File: src/rtl/pipe_valid_param_if.sv
// rtl/pipe_valid_param_if.sv - stream and tap bundle for the parametrised valid pipeline
//
// Purpose: groups the source stream, per-stage controls and the tap/occupancy
// outputs of pipe_valid_param so one bundle connects the pipe to its control.
// Signals:
//   d, d_valid   stage-0 source data and valid
//   en, squash   per-stage load enable and clear
//   q, q_valid   taps: slice 0 = source, slice k = stage k-1 register
//   occupancy    registered count of valid stages
// Modports: master drives source/controls, slave is the pipeline itself.
interface pipe_valid_param_if #(
  parameter int WIDTH = 32,
  parameter int DEPTH = 4,
  parameter int CNTW  = 3
);
  logic [WIDTH-1:0]           d;
  logic                       d_valid;
  logic [DEPTH-1:0]           en;
  logic [DEPTH-1:0]           squash;
  logic [WIDTH*(DEPTH+1)-1:0] q;
  logic [DEPTH:0]             q_valid;
  logic [CNTW-1:0]            occupancy;

  modport master (
    output d, d_valid, en, squash,
    input  q, q_valid, occupancy
  );

  modport slave (
    input  d, d_valid, en, squash,
    output q, q_valid, occupancy
  );
endinterface

File: src/rtl/pipe_valid_param.sv
// rtl/pipe_valid_param.sv - WIDTH x DEPTH valid pipeline with enable, squash and bubble collapse
//
// Purpose: carries a WIDTH-bit field down DEPTH register stages, each with its
// own valid bit, enable and squash. With COLLAPSE=1 an empty stage pulls from a
// valid upstream stage even without its enable, squeezing bubbles out.
// Ports:
//   clk     rising-edge clock
//   resetn  asynchronous active-low reset (clears data, valids, occupancy)
//   bus     pipe_valid_param_if slave: d/d_valid/en/squash in,
//           q/q_valid taps and occupancy out
module pipe_valid_param #(
  parameter int WIDTH    = 32,
  parameter int DEPTH    = 4,
  parameter int COLLAPSE = 0,
  parameter int CNTW     = 3
) (
  input logic                clk,
  input logic                resetn,
  pipe_valid_param_if.slave  bus
);

  localparam logic COL = (COLLAPSE != 0);

  logic [WIDTH-1:0] r     [DEPTH];
  logic [WIDTH-1:0] nr    [DEPTH];
  logic [WIDTH-1:0] src_d [DEPTH];
  logic [DEPTH-1:0] v;
  logic [DEPTH-1:0] nv;
  logic [DEPTH-1:0] src_v;
  logic [DEPTH-1:0] cload;
  logic [DEPTH-1:0] load;
  logic [DEPTH-1:0] drained;
  logic [CNTW-1:0]  occ;
  logic [CNTW-1:0]  nocc;

  // Stage sources: stage 0 from the input port, others from the stage above.
  always_comb begin
    src_d[0] = bus.d;
    src_v[0] = bus.d_valid;
    for (int i = 1; i < DEPTH; i++) begin
      src_d[i] = r[i-1];
      src_v[i] = v[i-1];
    end
  end

  // cload: empty stage squeezing in a valid upstream entry without its enable.
  // drained: the upstream stage gave its entry away by collapse and did not
  // reload itself, so its valid must drop or the entry would exist twice.
  always_comb begin
    cload   = {DEPTH{COL}} & ~v & src_v;
    load    = bus.en | cload;
    drained = '0;
    for (int i = 0; i < DEPTH - 1; i++) begin
      drained[i] = cload[i+1] & ~bus.en[i+1] & ~load[i] & ~bus.squash[i];
    end
  end

  // Next-state per stage: squash > load > drained > hold.
  always_comb begin
    nocc = '0;
    for (int i = 0; i < DEPTH; i++) begin
      if (bus.squash[i]) begin
        nr[i] = '0;
        nv[i] = 1'b0;
      end else if (load[i]) begin
        nr[i] = src_d[i];
        nv[i] = src_v[i];
      end else if (drained[i]) begin
        nr[i] = r[i];
        nv[i] = 1'b0;
      end else begin
        nr[i] = r[i];
        nv[i] = v[i];
      end
      nocc = nocc + CNTW'(nv[i]);
    end
  end

  always_ff @(posedge clk or negedge resetn) begin
    if (!resetn) begin
      for (int i = 0; i < DEPTH; i++) begin
        r[i] <= '0;
      end
      v   <= '0;
      occ <= '0;
    end else begin
      for (int i = 0; i < DEPTH; i++) begin
        r[i] <= nr[i];
      end
      v   <= nv;
      occ <= nocc;
    end
  end

  always_comb begin
    bus.q              = '0;
    bus.q[WIDTH-1:0]   = bus.d;
    for (int k = 1; k <= DEPTH; k++) begin
      bus.q[k*WIDTH +: WIDTH] = r[k-1];
    end
  end

  assign bus.q_valid   = {v, bus.d_valid};
  assign bus.occupancy = occ;

endmodule

File: src/flat_wrapper.sv
// flat-port wrapper written by rule: the top's interface ports become plain ports
module pipe_valid_param_flat 
#(
  parameter int WIDTH    = 32,
  parameter int DEPTH    = 4,
  parameter int COLLAPSE = 0,
  parameter int CNTW     = 3
)
  (clk, resetn, bus_d, bus_d_valid, bus_en, bus_squash, bus_q, bus_q_valid, bus_occupancy);
  pipe_valid_param_if #(.WIDTH(WIDTH), .DEPTH(DEPTH), .CNTW(CNTW)) bus_i ();
  input logic clk;
  input logic resetn;
  input wire logic [$bits(bus_i.d)-1:0] bus_d;
  input wire logic [$bits(bus_i.d_valid)-1:0] bus_d_valid;
  input wire logic [$bits(bus_i.en)-1:0] bus_en;
  input wire logic [$bits(bus_i.squash)-1:0] bus_squash;
  output wire logic [$bits(bus_i.q)-1:0] bus_q;
  output wire logic [$bits(bus_i.q_valid)-1:0] bus_q_valid;
  output wire logic [$bits(bus_i.occupancy)-1:0] bus_occupancy;
  assign bus_i.d = bus_d;
  assign bus_i.d_valid = bus_d_valid;
  assign bus_i.en = bus_en;
  assign bus_i.squash = bus_squash;
  assign bus_q = bus_i.q;
  assign bus_q_valid = bus_i.q_valid;
  assign bus_occupancy = bus_i.occupancy;
  pipe_valid_param #(.WIDTH(WIDTH), .DEPTH(DEPTH), .COLLAPSE(COLLAPSE), .CNTW(CNTW)) u_core (.clk(clk), .resetn(resetn), .bus(bus_i));
endmodule
File: config.mk
export PLATFORM = sky130hd
export DESIGN_NAME = pipe_valid_param_flat
export DESIGN_NICKNAME = d
export VERILOG_FILES = /design/src/rtl/pipe_valid_param_if.sv /design/src/rtl/pipe_valid_param.sv /design/src/flat_wrapper.sv
export SDC_FILE = /design/constraint.sdc
export NUM_CORES = 1
export LEC_CHECK = 0
export ABC_AREA = 1
export BUFFER_PORTS_ARGS = -buffer_cell sky130_fd_sc_hd__clkbuf_2
export CORE_UTILIZATION = 53
export CTS_CLUSTER_DIAMETER = 200
export DETAILED_ROUTE_END_ITERATION = 7
export GPL_TIMING_DRIVEN = 0
export PLACE_DENSITY_LB_ADDON = 0.3
export SYNTH_ARGS = -nofsm -noshare
export SYNTH_HDL_FRONTEND = slang
export SYNTH_SLANG_ARGS = --single-unit
File: constraint.sdc
create_clock -name clk -period 3.4 [get_ports clk]
set_input_delay 0.68 -clock clk [delete_from_list [all_inputs] [get_ports clk]]
set_output_delay 0.68 -clock clk [all_outputs]
set_load 0.1 [all_outputs]
# ---- Yosys cells after proc, flatten, opt, wreduce, memory -nomap -nowiden
# Index checks and enable logic that the tools add are counted.
dict set report totals {
  reg_bits 135
  inputBits 43
  output_inout_bits 168
  word_cells 29
}
dict set report op_classes {
  n_addsub 3
  muxes 16
  reduce_logical 4
}
# cell count
set ops {}
lappend ops {{two-way mux 32 bit} 8}
lappend ops {{two-way mux 1 bit} 8}
lappend ops {{nonzero test 2 bit} 4}
lappend ops {{adder 3 x 1 -> 3 bit} 2}
lappend ops {{adder 1 x 1 -> 2 bit} 1}

# ---- Logic depth before layout (Yosys ltp)
dict set report logic_depth {
  word_depth 5
  mapped_depth 10
  mapped_depth_nobuf 8
}

# ---- Worst setup path after synthesis
# No wires, ideal clock.
dict set report synth_timing {
  path_kind {input-to-reg}
  start {input port bus_en[1]}
  end {register u_core.occ[1], in the netlist u_core.bus.occupancy[1]}
  setup_ns 0.126
  arrival_time_ns 2.072
  required_ns 3.274
  setup_slack_ns 1.202
  cell_stages 10
  n_path_buf 2
  path_cell_list {buf_2 nor2_4 buf_4 nand2_1 nand2_1 ha_1 inv_1 fa_1 inv_1 ha_1}
}
dict set report synth_between {
  elab_chain_len 5
}
# element line_no
set synth_rtl {}
lappend synth_rtl {{from (decl)} flat_wrapper.sv:15} ;# input wire logic [$bits(bus_i.en)-1:0] bus_en;
lappend synth_rtl {{two-way mux 1 bit} pipe_valid_param.sv:65} ;# end else if (load[i]) begin
lappend synth_rtl {{two-way mux 1 bit} pipe_valid_param.sv:62} ;# if (bus.squash[i]) begin
lappend synth_rtl {{net u_core.nv[1]} pipe_valid_param.sv:28} ;# logic [DEPTH-1:0] nv;
lappend synth_rtl {{adder 1 x 1 -> 2 bit} pipe_valid_param.sv:75} ;# nocc = nocc + CNTW'(nv[i]);
lappend synth_rtl {{adder 3 x 1 -> 3 bit (2 in a row)} pipe_valid_param.sv:75}
lappend synth_rtl {{net u_core.nocc[1]} pipe_valid_param.sv:34} ;# logic [CNTW-1:0] nocc;
lappend synth_rtl {{to (signal assigned)} pipe_valid_param.sv:91} ;# occ <= nocc;
lappend synth_rtl {{to (decl)} pipe_valid_param.sv:33} ;# logic [CNTW-1:0] occ;
# The timed path passes the listed nets, and every way through them passes these cells.
# A chain may end at the register's enable or synchronous reset.

# ---- Worst setup path in the final report
dict set report layout_timing {
  start {register u_core.r, in the netlist u_core.bus.q[127]}
  end {output port bus_q[127]}
}
# element line_no
set layout_lines {}
lappend layout_lines {{from (decl)} pipe_valid_param.sv:24} ;# logic [WIDTH-1:0] r [DEPTH];
lappend layout_lines {{from (signal, indexed assignment)} pipe_valid_param.sv:88} ;# r[i] <= nr[i];
lappend layout_lines {{to (decl)} flat_wrapper.sv:17} ;# output wire logic [$bits(bus_i.q)-1:0] bus_q;
# No word-level cell between the ends.

==> metrics.txt <==
# TYPE chip_impl_metric gauge
chip_impl_metric{name="dr.first_iter.drc_count",unit=""} 325
chip_impl_info{name="critPathKind",value="reg -> out"} 1
chip_impl_metric{name="asyncSetResetFlopFracSynth",unit="%"} 100.0
chip_impl_metric{name="critical_path_peak_fanout",unit=""} 3
chip_impl_metric{name="maximum_number_of_pins_on_one_net_before_global_route_repair",unit=""} 99
chip_impl_metric{name="routed_wirelength",unit="um"} 14390
chip_impl_info{name="synthDominantAreaCellType",value="dfrtp_1"} 1
chip_impl_info{name="cts_tree",value="done"} 1
chip_impl_metric{name="seq_power_share",unit="%"} 41.7
chip_impl_metric{name="top_level_ports",unit=""} 211
chip_impl_metric{name="worst_case_clock_buffer_depth",unit=""} 2
chip_impl_info{name="ys_top_cells_by_count",value="268 x nand2_1, 135 x dfrtp_1, 124 x nand3_1"} 1
chip_impl_metric{name="design_power_total",unit="mW"} 4.061
chip_impl_metric{name="inserted_diodes",unit=""} 0
chip_impl_metric{name="clock_tree.htree_level_count",unit=""} 4
chip_impl_metric{name="synthesis.area",unit="sq um"} 5776
chip_impl_metric{name="postCtsSetupRepairBufs",unit=""} 0
chip_impl_metric{name="r2r_setup_slack",unit="ns"} 1.72
chip_impl_metric{name="area_growth_syn_to_layout",unit="%"} 30.11
chip_impl_metric{name="worst_ep_required_time",unit="ns"} 2.72
chip_impl_metric{name="final_net_count",unit=""} 901
chip_impl_info{name="worst_setup_path_end_kind",value="primary output"} 1
chip_impl_info{name="cts.root.buffer_cell",value="clkbuf_8"} 1
chip_impl_metric{name="via_total_after_detailed_routing",unit=""} 4974
chip_impl_metric{name="setup_viol",unit=""} 0
chip_impl_info{name="critical_path.startpoint_type",value="flip-flop"} 1
chip_impl_metric{name="yosysUniqueCellTypes",unit=""} 13
chip_impl_info{name="worstReg2RegEnd",value="u_core.bus.occupancy[1]"} 1
chip_impl_metric{name="synth.yosys.warnings",unit=""} 0
chip_impl_metric{name="p_comb_share",unit="%"} 20.1
chip_impl_metric{name="syn-mean-instance-area",unit="sq um"} 9.182
chip_impl_metric{name="holdBufCountCts",unit=""} 0
chip_impl_metric{name="ant_nets",unit=""} 0
chip_impl_metric{name="cts.repair.resized",unit=""} 0
chip_impl_metric{name="postLayoutSetupSlackWorst",unit="ns"} 1.310
chip_impl_metric{name="worstRegToRegCells",unit=""} 7
chip_impl_metric{name="synth_top_cell_area_share",unit="%"} 58.49
chip_impl_metric{name="tritoncts_num_sinks",unit=""} 135
chip_impl_metric{name="maxSlewViolCount",unit=""} 0
chip_impl_metric{name="clock_insertion_delay_worst_skew",unit="ns"} 0.51
chip_impl_info{name="run_status",value="completed"} 1
chip_impl_info{name="worst_hold_path_type",value="in -> async"} 1
chip_impl_metric{name="final-hold-violation-count",unit=""} 0
chip_impl_metric{name="synth.yosys.seq_area_share",unit="%"} 58.49
chip_impl_metric{name="numPortBuffers",unit=""} 206
chip_impl_metric{name="dp_slack",unit="ns"} 1.099
chip_impl_metric{name="first_global_vias",unit=""} 4715
chip_impl_metric{name="remaining_drc_errors",unit=""} 0
chip_impl_metric{name="cells_after_dpl",unit=""} 972
chip_impl_metric{name="dr_vias_cell",unit=""} 4.959
chip_impl_info{name="reg2reg_launch_point",value="u_core.v[0]"} 1
chip_impl_metric{name="critical_path_arrival",unit="ns"} 1.41
chip_impl_metric{name="initial_core_util",unit="%"} 55.20
chip_impl_metric{name="die-area",unit="sq um"} 11320
chip_impl_info{name="most_common_cell_in_the_synthesized_netlist",value="nand2_1"} 1
chip_impl_metric{name="fin_crit_sh",unit="%"} 61.48
chip_impl_info{name="worst_path_cell_trace",value="clkbuf_2"} 1
chip_impl_metric{name="number_of_detailed_route_iterations_in_the_first_pass",unit=""} 4
chip_impl_metric{name="synth.net_count",unit=""} 675
chip_impl_metric{name="place_congestion",unit=""} 0.8665
chip_impl_metric{name="syn-instance-count",unit=""} 629
chip_impl_metric{name="core.rowCount",unit=""} 37
chip_impl_metric{name="die_width",unit="um"} 106.4
chip_impl_metric{name="synth.ff_latch_count",unit=""} 135
chip_impl_metric{name="cts.clk_slew.worst_paths",unit="ns"} 0.05
chip_impl_metric{name="die_y",unit="um"} 106.4
chip_impl_metric{name="clock.fmax",unit="MHz"} 478.4
chip_impl_metric{name="synth_enable_flop_cells",unit=""} 0
chip_impl_info{name="critical-path-slowest-cell",value="clkbuf_2"} 1
chip_impl_metric{name="static-leakage-power",unit="nW"} 4.565
chip_impl_info{name="unrepaired_setup_endpoints_after_global_routing",value="false"} 1
chip_impl_metric{name="finalWorstPathRequiredPeriod",unit="ns"} 2.090
chip_impl_metric{name="final_cell_count_no_fill",unit=""} 1003
chip_impl_info{name="cell_types_with_the_largest_area_share_after_synthesis",value="dfrtp_1 58%, nand2_1 17%, nand3_1 11%, buf_4 6.1%, nand3_2 1.7%"} 1
chip_impl_info{name="cp_top_family",value="buffers and inverters"} 1
chip_impl_metric{name="worst-slew-pin-transition",unit="ns"} 0.5761
chip_impl_metric{name="critical_path_buffers_and_inverters",unit=""} 1
chip_impl_metric{name="core_region_area",unit="sq um"} 10460
chip_impl_metric{name="hpwl",unit="um"} 10790
chip_impl_metric{name="power_switching_share",unit="%"} 32.57
chip_impl_metric{name="detail_route.wl_per_cell",unit="um"} 14.34
chip_impl_metric{name="drive_above_1_share",unit="%"} 37.14
chip_impl_metric{name="clock_power_share",unit="%"} 38.2
chip_impl_metric{name="power_density",unit="nW/um^2"} 540.4
chip_impl_metric{name="switching_power",unit="mW"} 1.323
chip_impl_metric{name="max-cap-violations",unit=""} 0
chip_impl_metric{name="grt_usage",unit="%"} 26.63
chip_impl_metric{name="intPower",unit="mW"} 2.739
chip_impl_metric{name="numCtsBuffers",unit=""} 17
chip_impl_metric{name="worst_slew_slack_as_a_fraction_of_its_limit",unit="%"} 61.75
chip_impl_metric{name="grt_first_pass_wirelength",unit="um"} 23220
chip_impl_metric{name="grt.overflow.total",unit=""} 0
chip_impl_metric{name="antenna_violations_before_repair",unit=""} 0
chip_impl_info{name="synth_ff_type",value="dfrtp_1"} 1
chip_impl_metric{name="peakVddDrop",unit="mV"} 0.2758
chip_impl_metric{name="final.setup_skew",unit="ns"} 0.007628
chip_impl_metric{name="largest_incremental_delay_on_the_critical_path",unit="ns"} 0.49
kinds of logic after synthesis:
| kind of cell | after synthesis | share of synthesized area, % |
|---|---|---|
| DFF | 135 | 58.49 |
| adders and majority gates | 3 | 0.7798 |
| and+or+nand+nor | 406 | 30.83 |
| buffers and inverters | 85 | 9.900 |
registers in the layout, summed over array words and instances, names as in the netlist:
register	count
u_core.v	4
u_core.bus.occupancy	3
u_core.bus.q	128
routing by layer:
layer	part of all wire [%]	wire [um]	track usage (%)
met3	4.8	694	5.641
met1	43	6183	34.85
met5	0	0	0
met4	2.7	394	11.61
met2	49	7113	42.90
worst max path at each step:
stage,start,endpoint,slack (ns),cells past startpoint
final,u_core.bus.q[127],bus_q[127],1.31,1
after global routing,u_core.bus.q[127],bus_q[127],1.25,1
after CTS,u_core.v[1],bus_q_valid[2],1.29,1
after detailed placement,bus_en[0],u_core.bus.occupancy[1],1.10,10
after global placement,resetn,u_core.bus.q[43],-0.27,1
after floorplan,bus_en[1],u_core.bus.occupancy[1],1.20,10
placed cells by master, fill, tap and decap left out, types with 4 or more instances in the layout:
cell type and count:
buf_2 19, buf_4 47, buf_6 7, clkbuf_1 7, clkbuf_16 16, clkbuf_2 205, clkbuf_8 5, clkinv_2 4
dfrtp_1 135, inv_1 8, inv_2 4, nand2_1 268, nand3_1 124, nand3_2 10
layout make-up:
| class | count | area (sq um) |
|---|---|---|
| sequential | 135 | 3378 |
| clock inverter | 4 | 20.02 |
| fill | 838 | 2948 |
| clock buffer | 27 | 481.7 |
| inverter | 12 | 45.04 |
| timing repair buffer | 207 | 1067 |
| tap | 136 | 170.2 |
| multi-input combinational | 409 | 1826 |
| buffer | 73 | 526.8 |
power by group through the flow:
stage / clock network (mW) / registers, mW / logic, mW
finish: 1.55 / 1.70 / 0.816
global route: 1.66 / 1.70 / 0.854
CTS: 1.58 / 1.69 / 0.822
detailed placement: 0 / 1.72 / 0.819
global placement: 0 / 1.72 / 0.804
floorplan: 0 / 2.05 / 0.313
stage by stage:
step                      TNS [ns]  hold slack (ns)  area (sq um)  utilization [%]
after floorplan                  0           0.3844          5776                -
after global placement      -36.14           0.4534          6977            66.68
after detailed placement         0           0.4596          7013            67.03
after CTS                        0          0.06980          7515            71.82
after global routing             0          0.07649          7515            71.82
final                            0          0.07463          7515            71.82
Note: power is estimated with default switching activity, not from simulation.
